$ cat src/rtl/arm_pkg.sv
// Shared types and encodings for the ARMv4 multicycle control unit.
// The per-state control vector lives here so the FSM and its output register agree on one table.
package arm_pkg;

  typedef enum logic [3:0] {
    S_FETCH,
    S_DECODE,
    S_MEMADR,
    S_MEMRD,
    S_MEMWB,
    S_MEMWR,
    S_EXECUTER,
    S_EXECUTEI,
    S_ALUWB,
    S_BRANCH
  } state_e;

  localparam logic [1:0] OP_DP  = 2'b00;
  localparam logic [1:0] OP_MEM = 2'b01;
  localparam logic [1:0] OP_BR  = 2'b10;

  localparam logic [3:0] CMD_AND = 4'b0000;
  localparam logic [3:0] CMD_SUB = 4'b0010;
  localparam logic [3:0] CMD_ADD = 4'b0100;
  localparam logic [3:0] CMD_CMP = 4'b1010;
  localparam logic [3:0] CMD_ORR = 4'b1100;

  localparam logic [1:0] ALU_ADD = 2'b00;
  localparam logic [1:0] ALU_SUB = 2'b01;
  localparam logic [1:0] ALU_AND = 2'b10;
  localparam logic [1:0] ALU_ORR = 2'b11;

  localparam logic [3:0] COND_EQ = 4'b0000;
  localparam logic [3:0] COND_NE = 4'b0001;
  localparam logic [3:0] COND_CS = 4'b0010;
  localparam logic [3:0] COND_CC = 4'b0011;
  localparam logic [3:0] COND_MI = 4'b0100;
  localparam logic [3:0] COND_PL = 4'b0101;
  localparam logic [3:0] COND_VS = 4'b0110;
  localparam logic [3:0] COND_VC = 4'b0111;
  localparam logic [3:0] COND_HI = 4'b1000;
  localparam logic [3:0] COND_LS = 4'b1001;
  localparam logic [3:0] COND_GE = 4'b1010;
  localparam logic [3:0] COND_LT = 4'b1011;
  localparam logic [3:0] COND_GT = 4'b1100;
  localparam logic [3:0] COND_LE = 4'b1101;
  localparam logic [3:0] COND_AL = 4'b1110;
  localparam logic [3:0] COND_NV = 4'b1111;

  typedef struct packed {
    logic       ir_write;
    logic       next_pc;
    logic       reg_w;
    logic       mem_w;
    logic       branch;
    logic       alu_op;
    logic       adr_src;
    logic [1:0] result_src;
    logic [1:0] alu_src_a;
    logic [1:0] alu_src_b;
  } ctrl_t;

  function automatic ctrl_t state_ctrl(state_e s);
    ctrl_t c;
    c = '0;
    case (s)
      S_FETCH: begin
        c.ir_write   = 1'b1;
        c.next_pc    = 1'b1;
        c.alu_src_a  = 2'b01;
        c.alu_src_b  = 2'b10;
        c.result_src = 2'b10;
      end
      S_DECODE: begin
        c.alu_src_a  = 2'b01;
        c.alu_src_b  = 2'b10;
        c.result_src = 2'b10;
      end
      S_MEMADR:   c.alu_src_b = 2'b01;
      S_MEMRD:    c.adr_src = 1'b1;
      S_MEMWB: begin
        c.result_src = 2'b01;
        c.reg_w      = 1'b1;
      end
      S_MEMWR: begin
        c.adr_src = 1'b1;
        c.mem_w   = 1'b1;
      end
      S_EXECUTER: c.alu_op = 1'b1;
      S_EXECUTEI: begin
        c.alu_src_b = 2'b01;
        c.alu_op    = 1'b1;
      end
      S_ALUWB:    c.reg_w = 1'b1;
      S_BRANCH: begin
        c.alu_src_a  = 2'b10;
        c.alu_src_b  = 2'b01;
        c.result_src = 2'b10;
        c.branch     = 1'b1;
      end
      default: c = '0;
    endcase
    return c;
  endfunction

endpackage

$ cat src/rtl/cond_logic.sv
// NZCV flags register, condition check and the conditional gating of the
// register-file, data-memory and PC write enables.
module cond_logic
  import arm_pkg::*;
(
  input  logic       clk,
  input  logic       reset,
  input  logic [3:0] cond,
  input  logic [3:0] alu_flags,
  input  logic [1:0] flag_w,
  input  logic       reg_w,
  input  logic       mem_w,
  input  logic       next_pc,
  input  logic       branch,
  input  logic       no_write,
  input  logic       rd_is_pc,
  output logic       reg_write,
  output logic       mem_write,
  output logic       pc_write
);

  logic [3:0] flags;
  logic       n, z, c, v;
  logic       cond_ex;
  logic       cond_ex_r;
  logic       pcs;
  logic       pc_cond;

  assign {n, z, c, v} = flags;

  always_comb begin
    // NOTE: every path assigns cond_ex because of this default, so no latch is inferred.
    cond_ex = 1'b0;
    case (cond)
      COND_EQ: cond_ex = z;
      COND_NE: cond_ex = ~z;
      COND_CS: cond_ex = c;
      COND_CC: cond_ex = ~c;
      COND_MI: cond_ex = n;
      COND_PL: cond_ex = ~n;
      COND_VS: cond_ex = v;
      COND_VC: cond_ex = ~v;
      COND_HI: cond_ex = c & ~z;
      COND_LS: cond_ex = ~c | z;
      COND_GE: cond_ex = (n == v);
      COND_LT: cond_ex = (n != v);
      COND_GT: cond_ex = ~z & (n == v);
      COND_LE: cond_ex = z | (n != v);
      COND_AL: cond_ex = 1'b1;
      COND_NV: cond_ex = 1'b0;
    endcase
  end

  // cond_ex_r freezes the verdict from EXECUTE so a flag-setting instruction
  // cannot change its own writeback outcome.
  always_ff @(posedge clk) begin
    // NOTE: non-blocking assignments keep every flop updating from pre-edge values.
    if (reset) begin
      flags     <= 4'b0000;
      cond_ex_r <= 1'b0;
    end else begin
      cond_ex_r <= cond_ex;
      if (flag_w[1] & cond_ex) flags[3:2] <= alu_flags[3:2];
      if (flag_w[0] & cond_ex) flags[1:0] <= alu_flags[1:0];
    end
  end

  // reg_w is only raised in the writeback states, so it doubles as the
  // selector for the latched condition on the PC path.
  assign pcs       = (rd_is_pc & reg_w) | branch;
  assign pc_cond   = reg_w ? cond_ex_r : cond_ex;
  assign pc_write  = next_pc | (pcs & pc_cond);
  assign reg_write = reg_w & cond_ex_r & ~no_write;
  assign mem_write = mem_w & cond_ex;

endmodule

$ cat src/rtl/unidad_control.sv
// Multicycle ARMv4 control unit: Moore FSM with a registered control vector,
// ALU/instruction decode, and the conditional-execution block.
module unidad_control
  import arm_pkg::*;
(
  input  logic        clk,
  input  logic        reset,
  input  logic [31:0] Instr,
  input  logic [3:0]  ALUFlags,
  output logic        PCWrite,
  output logic        IRWrite,
  output logic        RegWrite,
  output logic        MemWrite,
  output logic        AdrSrc,
  output logic [1:0]  ResultSrc,
  output logic [1:0]  ALUSrcA,
  output logic [1:0]  ALUSrcB,
  output logic [1:0]  ImmSrc,
  output logic [1:0]  RegSrc,
  output logic [1:0]  ALUControl
);

  logic [3:0] cond;
  logic [1:0] op;
  logic [5:0] funct;
  logic [3:0] cmd;
  logic [3:0] rd;
  logic       unused_instr_bits;

  assign cond  = Instr[31:28];
  assign op    = Instr[27:26];
  assign funct = Instr[25:20];
  assign cmd   = funct[4:1];
  assign rd    = Instr[15:12];
  assign unused_instr_bits = ^{Instr[19:16], Instr[11:0]};

  state_e state;
  state_e next_state;
  ctrl_t  ctrl_r;
  ctrl_t  ctrl;

  always_comb begin
    next_state = S_FETCH;
    case (state)
      S_FETCH:  next_state = S_DECODE;
      S_DECODE: begin
        case (op)
          OP_MEM:  next_state = S_MEMADR;
          OP_DP:   next_state = funct[5] ? S_EXECUTEI : S_EXECUTER;
          OP_BR:   next_state = S_BRANCH;
          default: next_state = S_FETCH;
        endcase
      end
      S_MEMADR:   next_state = funct[0] ? S_MEMRD : S_MEMWR;
      S_MEMRD:    next_state = S_MEMWB;
      S_EXECUTER: next_state = S_ALUWB;
      S_EXECUTEI: next_state = S_ALUWB;
      default:    next_state = S_FETCH;
    endcase
  end

  // The control vector is registered alongside the state so it is glitch-free.
  always_ff @(posedge clk) begin
    if (reset) begin
      state  <= S_FETCH;
      ctrl_r <= state_ctrl(S_FETCH);
    end else begin
      state  <= next_state;
      ctrl_r <= state_ctrl(next_state);
    end
  end

  // While reset is held the state register may still be mid-instruction;
  // present the FETCH vector so nothing but IR/PC can be written.
  assign ctrl = reset ? state_ctrl(S_FETCH) : ctrl_r;

  logic [1:0] flag_w;
  logic       no_write;

  always_comb begin
    ALUControl = ALU_ADD;
    flag_w     = 2'b00;
    if (ctrl.alu_op) begin
      case (cmd)
        CMD_ADD: ALUControl = ALU_ADD;
        CMD_SUB: ALUControl = ALU_SUB;
        CMD_AND: ALUControl = ALU_AND;
        CMD_ORR: ALUControl = ALU_ORR;
        CMD_CMP: ALUControl = ALU_SUB;
        default: ALUControl = ALU_ADD;
      endcase
      flag_w[1] = funct[0];
      flag_w[0] = funct[0] & ((cmd == CMD_ADD) | (cmd == CMD_SUB) | (cmd == CMD_CMP));
    end
  end

  // Taken straight from the instruction so a compare stays suppressed in ALUWB.
  assign no_write = (op == OP_DP) & (cmd == CMD_CMP);

  assign ImmSrc    = op;
  assign RegSrc    = {op == OP_MEM, op == OP_BR};
  assign IRWrite   = ctrl.ir_write;
  assign AdrSrc    = ctrl.adr_src;
  assign ResultSrc = ctrl.result_src;
  assign ALUSrcA   = ctrl.alu_src_a;
  assign ALUSrcB   = ctrl.alu_src_b;

  cond_logic u_cond_logic (
    .clk       (clk),
    .reset     (reset),
    .cond      (cond),
    .alu_flags (ALUFlags),
    .flag_w    (flag_w),
    .reg_w     (ctrl.reg_w),
    .mem_w     (ctrl.mem_w),
    .next_pc   (ctrl.next_pc),
    .branch    (ctrl.branch),
    .no_write  (no_write),
    .rd_is_pc  (rd == 4'hF),
    .reg_write (RegWrite),
    .mem_write (MemWrite),
    .pc_write  (PCWrite)
  );

endmodule

$ cat config.mk
export PLATFORM = sky130hd
export DESIGN_NAME = unidad_control
export DESIGN_NICKNAME = d
export VERILOG_FILES = /design/src/rtl/arm_pkg.sv /design/src/rtl/cond_logic.sv /design/src/rtl/unidad_control.sv
export SDC_FILE = /design/constraint.sdc
export NUM_CORES = 1
export LEC_CHECK = 0
export CAP_MARGIN = 10
export CORE_ASPECT_RATIO = 1.1
export CORE_MARGIN = 2
export CORE_UTILIZATION = 25
export DETAILED_ROUTE_END_ITERATION = 7
export HOLD_SLACK_MARGIN = 0.12
export PLACE_DENSITY = 0.59
export SETUP_SLACK_MARGIN = 0.05
export SLEW_MARGIN = 5
export SYNTH_ARGS = -nofsm -noshare
export SYNTH_HDL_FRONTEND = slang
export SYNTH_SLANG_ARGS = --single-unit
export TNS_END_PERCENT = 10
$ cat constraint.sdc
create_clock -name clk -period 2.3 [get_ports clk]
set_clock_uncertainty 0.2 [all_clocks]
set_input_delay 0.23 -clock clk [delete_from_list [all_inputs] [get_ports clk]]
set_output_delay 0.23 -clock clk [all_outputs]
set_load 0.005 [all_outputs]
* After elaboration in Yosys (flattened, before gate mapping)
Index checks and enable logic that the tools add are counted.
** Storage, ports and cells
- Output and inout port bits :: 17
- Bits in registers :: 22
- Word-level logic and storage cells :: 106
** Cells by class
- Reductions and logical operators :: 13
- Multiplexer cells :: 19
- Eq/ne operators :: 38
- Bitwise operators :: 22
** Operator list (count)
- 4-bit equality test (second input constant) :: 13
- 4-bit by 3-bit equality test with 1-bit output (second input constant) :: 11
- 4-bit by 2-bit equality test with 1-bit output (second input constant) :: 7
- 4-bit one-hot mux with 5 select lines :: 1
- 4-bit zero test :: 4
- 1-bit one-hot mux with 16 select lines :: 1
- 13-bit 2-to-1 mux :: 1
- 4-bit by 1-bit equality test with 1-bit output (second input constant) :: 3
- 2-bit one-hot mux with 2 select lines :: 3
- 4-bit one-hot mux with 3 select lines :: 1
- 2-bit OR reduction :: 6
- 1-bit AND :: 11
- 1-bit 2-to-1 mux :: 7
- 2-bit 2-to-1 mux :: 3
- 1-bit OR :: 6
- 2-bit one-hot mux with 3 select lines :: 1
- 3-bit OR reduction :: 2
- 1-bit inverter :: 5
- 3-bit 2-to-1 mux :: 1
- 2-bit by 1-bit equality test with 1-bit output (second input constant) :: 1
- 2-bit equality test (second input constant) :: 1
- 2-bit zero test :: 1
- 1-bit equality test :: 1
- 1-bit != test :: 1

* Logic depth before layout (Yosys ltp)
Gate-level depths: netlist of run 1.
- Word-level depth :: 6
- Mapped depth :: 7

* Cells and area by module
Synthesis of run 1 repeated with hierarchy kept, for this count alone.
** Second synthesis, totals
- Cell total of the unflattened synthesis :: 145
- Area total of the unflattened synthesis :: 1270.0 um^2
** By module, submodules not included
- unidad_control :: cells an instance 87, area each 794.5 um^2, times used 1
- cond_logic :: cells an instance 58, area each 475.5 um^2, times used 1

* Least setup slack after synthesis of run 1
Ideal clock, no wire load.
- Kind :: reg-to-reg
- From :: reg state[0]
- To :: reg ctrl_r[5] in the netlist's numbering
- Buffers on the path :: 0
- Clock period less this slack :: 1664 ps
- Data required time :: 1979 ps
- Arrival :: 1343 ps
- Slack :: 636 ps
- Stages on the path, launching flop included :: 7
- Library setup time :: 121 ps
- Cells stage by stage :: dfxtp_1 -> nor3b_1 -> nand2_1 -> o21a_1 -> and2b_1 -> a21oi_2 -> nand2_1
** Between the ends
- Cells in the longest elaborated chain, start to end :: 6
- Elaborated cells on any way between the ends :: 14
** RTL lines
- start, declared :: line unidad_control.sv:37 : state_e state;
- start signal, assigned :: line unidad_control.sv:68 : state <= next_state;
- 4-bit by 3-bit equality test with 1-bit output :: line unidad_control.sv:44 : case (state)
- 2-bit OR reduction (no source line)
- 4-bit one-hot mux with 5 select lines * :: line unidad_control.sv:44
- 4-bit equality test, or another cell as far along :: line arm_pkg.sv:66 : case (s)
- 3-bit OR reduction (no source line)
- 2-bit one-hot mux with 2 select lines * :: line arm_pkg.sv:66
- end signal, assigned :: line unidad_control.sv:66 : ctrl_r <= state_ctrl(S_FETCH);
- end signal, assigned :: line unidad_control.sv:69 : ctrl_r <= state_ctrl(next_state);
- end, declared :: line unidad_control.sv:39 : ctrl_t ctrl_r;
Every way passes the cells marked *; elsewhere a longest branch is shown, timed or not.
A chain may end at the register's enable or synchronous reset.

* Worst setup path in the final report of run 1
- From :: in Instr[31]
- To :: out MemWrite
** Between the ends
- Cells in the longest elaborated chain, start to end :: 3
- Elaborated cells on any way between the ends :: 18
** RTL lines
- start, declared :: line unidad_control.sv:8 : input logic [31:0] Instr,
- 4-bit equality test, or another cell as far along :: line cond_logic.sv:34 : case (cond)
- 1-bit one-hot mux with 16 select lines * :: line cond_logic.sv:34
- 1-bit AND * :: line cond_logic.sv:74 : assign mem_write = mem_w & cond_ex;
- end, declared :: line unidad_control.sv:13 : output logic MemWrite,
Marks and branches as above.

==> results by group, run 1 <==
Final layout
  – Layout cells sized above 1: 19.44%
  – Final net count: 219
  – Design area: 0.001680 mm^2
  – P&R area growth vs syn: 54.37%
  – Antenna diode count: 0

Routing
  – Post-route ant nets: 0
  – Vias post-DR: about 1000
  – Drt drc: 0
  – First-pass detailed-route iteration total: 3
  – Drt via density: 4.432
  – 1st-iter DRT viols: 43
  – Post-Route WL: 2754 um
  – DR WL/cell: 11.77 um

Logic synthesis
  – Register bit total from synthesis: 20
  – Library cells used by synthesis: 38
  – Ys Warns: 0
  – Area contributors post-synth: dfxtp_1 (37%), nor2b_1 (5.2%), a21oi_1 (4.1%), nand2_1 (4.1%), nor2_1 (3.8%)
  – Ys async rst share: 0%
  – EDFF count, synth: 0
  – Most frequent cells after synthesis: dfxtp_1 (20), nand2_1 (12), nor2_1 (11)
  – Prevailing post-synth register cell: dfxtp_1
  – Syn Area/Cell: 8.309 um^2
  – Register area share after synthesis: 36.78%
  – Share of Yosys cell area claimed by the top area cell type: a little under two fifths
  – Cells after Synth: around 130
  – Leading area contributor after synthesis: dfxtp_1
  – Most frequent cell after synthesis: dfxtp_1
  – Syn Nets: 169
  – Mapped Area: 0.001089 mm^2

Critical path
  – Setup CP Type: in2out
  – Crit path largest cell delay: around 0.47 ns
  – Origin of the worst setup path: Instr[31]
  – Sequence of cells on the critical path: clkdlybuf4s50_1 -> buf_4 -> nand2_1 -> a2bb2oi_2 -> o211ai_1 -> inv_1 -> and2_1 -> dlygate4sd2_1
  – Worst path arrival time: 1.76 ns
  – Critical-path maximum fanout: 3
  – Crit-path slowest cell: clkdlybuf4s50_1
  – Critical Path Sink Type: primary output
  – Worst endpoint required time: 1.87 ns
  – CP Launch Type: input pin
  – Reg-to-reg startpoint: u_cond_logic.flags[0]

Placed design
  – Dpl cell area: 0.001582 mm^2
  – Detail Placement HPWL: between 2000 and 2500 um
  – Port Buffer Count: 38
  – GPL Wtd Cong: 0.7421

STA
  – Unrepaired setup endpoints after global routing: yes
  – F_max: 457.3 MHz
  – Final min period: between 2 and 2.5 ns
  – Fin Hold WS: 0.3359 ns
  – Setup TNS: 0 ns
  – Final hold violations: 0
  – Actual slew at the worst max-slew pin: 0.3433 ns
  – Fin crit share: 95.08%
  – Slew Limit Fails: 0
  – Slew margin rel.: between 70 and 80%
  – Setup-failing EPs final: 0

Global route
  – GRT overflow: 0
  – Vias in the first global route: slightly above 1000
  – Pin count of the biggest net entering global routing: 22
  – Tot GR Track Use: 11.87%
  – First-pass GRT wire length: 4533 um
  – Initial antenna violation count: 0

CTS
  – Clk sink count: 20
  – Clock Path Buffers: 2
  – Worst skew pair latency: around 0.25 ns
  – Reg clk slew, reported paths: 0.07 ns
  – Root Buffer: clkbuf_8
  – Num CTS Buffers: 3
  – Hold bufs inserted after CTS: 0
  – CTS tree: built
  – H-Tree Depth: 1

Floorplan
  – Die width: 66.92 um
  – Io pins: 55
  – Die ar.: 0.004899 mm^2
  – Rows: 25
  – Initial core utilization: 25.59%
  – Die Y: 73.21 um
  – Core footprint: approximately 0.0043 mm^2

Hold path
  – Worst Hold Class: reg2reg
  – Hold path startpoint: u_cond_logic.flags[1]

Power
  – Leakage: 0.6264 nW
  – Cell Pwr Density: 488.3 mW/mm^2
  – Worst IR drop on VDD: 0.2799 mV

Run status
  – Status: complete, no violations

Flow run
  – Max-cap violation count: 0
-- what timing repair did --
item / 4_1_cts / 5_1_grt
gates resized for setup: 12 / 8
setup buffers: 1 / 0
setup endpoints to repair: 3 / 3
pin swaps: 2 / 3
endpoints found under the hold margin: 0 / 0
cloned: 0 / 0
-- cells by family after synthesis --
| kind of cell | after synthesis | synth area share [%] |
|---|---|---|
| xor+xnor | 5 | 4.024 |
| flops | 20 | 36.78 |
| buf+inv | 11 | 5.861 |
| simple gates | 61 | 30.57 |
| compound gates | 32 | 20.92 |
| mux | 2 | 1.839 |
-- worst max-delay path: cells and delay by family --
kind / cells / cell delay (ns)
simple gates: 2 / 0.23
buf+inv: 4 / 0.92
compound gates: 2 / 0.36
-- through the flow --
stage / power, mW / utilization (%) / instances / worst slack (ns)
floorplan: 0.4708 / - / 131 / 0.6360
global placement: 0.5673 / 37.18 / 229 / -0.3553
detailed placement: 0.5673 / 37.18 / 229 / -0.3556
CTS: 0.8290 / 38.88 / 234 / 0.09055
global route: 0.8706 / 39.50 / 234 / 0.03290
finish: 0.8205 / 39.50 / 234 / 0.1132
-- registers in the layout, indices dropped and copies added, names as in the netlist --
register and flops:
u_cond_logic.flags 4, ctrl_r 11, u_cond_logic.cond_ex_r 1, state 4
-- report_power, final --
group | switching (mW) | internal, mW
Clock | 0.106 | 0.152
Combinational | 0.0834 | 0.105
Sequential | 0.00982 | 0.365
Total | 0.199 | 0.621
-- layer usage --
metal | track usage, % | vias up | wire (um)
met5 | 0 | - | 0
met4 | 2.721 | 0 | 0
met3 | 2.006 | 0 | 98
met2 | 21.22 | 13 | 1420
met1 | 14.74 | 472 | 1234
li1 | - | 552 | -
-- final timing paths --
kind,cells past startpoint,endpoint,slack [ns]
setup reg to reg,7,u_cond_logic.flags[3],0.43
hold reg to reg,2,u_cond_logic.flags[1],0.34
hold / removal,2,u_cond_logic.flags[1],0.34
setup / recovery,8,MemWrite,0.11
-- area by class of cell --
type	instances	area, um^2
Timing Repair Buffer	51	471.7
Clock buffer	4	55.05
Fill cell	487	2574
Inverter	5	18.77
Tap cell	54	67.56
Multi-Input combinational cell	100	663.1
Sequential cell	20	404.1
-- cells in the final DEF, fill, tap and decap left out, types with 6 or more instances in the layout --
cell type        synthesis  final
nor2_1                  11     11
nor2b_1                  9      9
a21oi_1                  9      7
dfxtp_1                 20     19
clkdlybuf4s50_1          0     32
o21ai_0                  7      6
nand2_1                 12     12
buf_4                    2     12
No activity file was read; power rests on OpenSTA's default activity.
==> run 2, diff against run 1 <==
- DONT_BUFFER_PORTS: unset -> 1
- PLACE_DENSITY: 0.59 -> 0.43
==> run 2 against run 1 <==
Compared with the run above:
- worst hold slack worse by 0.21 ns
- core utilization down 9.5 points
- critical path depth down 3
- die area unchanged
- register-to-register slack about the same
- highest routed layer is now met4
- setup slack better by 0.014 ns
- final cell count down 18%
- clock power up 35%
- non-clock buffer count down 42
==> results by group, run 2 (synthesis gave the netlist of run 1 again) <==
Final layout
  – Core Util, Final: 29.97%
  – Design area: 0.001275 mm^2
  – Layout cells sized above 1: 10.14%
  – Max FFs per register: 11
  – Fillcell total: 485
  – Final net count: 177
  – Antenna diode count: 0
  – Largest regs: ctrl_r x11, state x4, u_cond_logic.flags x4
  – P&R area growth vs syn: 17.13%
  – Reg area: 400.4 um^2
  – Most frequent cells in the layout: dfxtp_1 (20), nand2_1 (12), nor2_1 (11)
  – Multi-input logic area: 624.3 um^2
  – Most common cell after layout, fill and taps aside: dfxtp_1
  – Reg with most FFs: ctrl_r
  – Post-route non-filler standard cell count: 192

CTS
  – CTS tree: built
  – Worst skew pair latency: 0.26 ns
  – H-Tree Depth: 1
  – Num CTS Buffers: 3
  – Root Buffer: clkbuf_8
  – Clk sink count: 20
  – Reg clk slew, reported paths: about 0.080 ns
  – Clock Path Buffers: 2
  – Setup bufs post-CTS: 0

Power
  – Leakage: 0.4515 nW
  – Total power: ~830 uW
  – Worst IR drop on VDD: roughly 0.24 mV
  – Cell Pwr Density: 652.9 mW/mm^2

STA
  – Setup TNS: 0 ns
  – Fin crit share: 94.47%
  – Final min period: 2.173 ns
  – Setup-failing EPs final: 0
  – Final hold violations: 0
  – Slack of the critical path: 0.1273 ns
  – F_max: 460.3 MHz
  – Unrepaired setup endpoints after global routing: yes
  – Slew Limit Fails: 0
  – Actual slew at the worst max-slew pin: 0.4919 ns
  – Slew margin rel.: 67.20%
  – Fin Hold WS: 0.1307 ns

Global route
  – Met1 Use GR: between 10% and 20%
  – Initial antenna violation count: 0
  – First-pass GRT wire length: 4243 um
  – GRT busiest layer: met2
  – GRT overflow: 0
  – Pin count of the biggest net entering global routing: 14
  – Tot GR Track Use: 11.59%
  – Met3 Resource Use GR: under 10%
  – Grt met2 use: 18.67%
  – Vias in the first global route: 911

Critical path
  – Reg-to-reg startpoint: state[0]
  – Worst endpoint required time: approximately 1.9 ns
  – Setup CP Type: reg2out
  – Reg2Reg Depth: 6
  – FF-to-FF End: ctrl_r[12]
  – Critical-path maximum fanout: 3
  – R2R setup slack: 0.42 ns
  – Worst path arrival time: 1.74 ns
  – Critical Path Sink Type: primary output
  – CP Launch Type: register

Hold path
  – Hold path startpoint: Instr[20]
  – Worst Hold Class: in2reg
  – Hold depth: 4
  – WHS Endpoint: ctrl_r[6]

Flow run
  – Max-cap violation count: 0

Floorplan
  – Rows: 25
  – Core footprint: 0.004254 mm^2
  – Initial core utilization: 25.59%
  – Io pins: 55
  – Die Y: 73.21 um
  – Die ar.: 0.004899 mm^2
  – Die width: 66.92 um

Routing
  – Vias post-DR: 901
  – 1st-iter DRT viols: 11
  – DR WL/cell: 13.16 um
  – Drt drc: 0
  – Drt via density: 4.693
  – Post-Route WL: 2527 um
  – First-pass detailed-route iteration total: 4
  – Post-route ant nets: 0

Placed design
  – Detail Placement HPWL: 1899 um
  – DP Cell Count: around 180
  – Dpl ws: 0.4252 ns
  – GPL Wtd Cong: 0.8510
  – Dpl cell area: 0.001111 mm^2
  – Port Buffer Count: 0

Run status
  – Status: complete, no violations
==> run 2: cell types whose count changed in the layout (fill, tap and decap cells not counted), moves of 2 or more <==
| cell | change |
|---|---|
| dlygate4sd2_1 | -4 |
| dlygate4sd3_1 | +8 |
| buf_4 | -12 |
| a21oi_2 | -2 |
| a21oi_1 | +2 |
| clkdlybuf4s50_1 | -32 |
==> run 2: area by class of cell <==
class | instances | area share [%]
repair buffers | 9 | 7.262
well taps | 54 | 5.299
clock inverters | 1 | 2.355
clock buffers | 3 | 3.238
flip-flops and latches | 20 | 31.40
multi-input cells | 100 | 48.97
inverters | 5 | 1.472
==> run 2: power by group <==
group / total [mW] / switching [mW] / internal (mW) / leakage, nW
combinational: 0.109 / 0.0580 / 0.0505 / 0.253
sequential: 0.376 / 0.00985 / 0.366 / 0.163
clock: 0.348 / 0.116 / 0.232 / 0.0357
==> run 2: metal layers <==
| metal | vias to the layer above | wire length, um |
|---|---|---|
| li1 | 467 | - |
| met1 | 408 | 1168 |
| met2 | 22 | 1183 |
| met3 | 4 | 134 |
| met4 | 0 | 40 |
| met5 | - | 0 |
==> run 2: critical path, cell delays in order (launching register included) <==
cell and delay (ns):
dfxtp_1 0.34, xnor2_1 0.21, o21ai_0 0.12, a2bb2oi_1 0.35, o211ai_1 0.18, o21ai_0 0.28
==> run 2: worst max path at each step <==
stage                          startpoint   endpoint  slack, ns  cells after the start
floorplan                        state[0]  ctrl_r[5]       0.64                      6
global placement                 state[0]  ctrl_r[5]       0.44                      6
detailed placement  u_cond_logic.flags[0]    PCWrite       0.43                      5
CTS                                 reset   MemWrite       0.08                      5
global route        u_cond_logic.flags[0]    PCWrite       0.02                      5
finish              u_cond_logic.flags[0]    PCWrite       0.13                      5
==> run 2: repair_timing <==
action / 4_1_cts / 5_1_grt
hold buffers: 9 / 0
endpoints found under the hold margin: 19 / 0
gates resized for setup: 0 / 1
endpoints found under the setup margin: 0 / 3
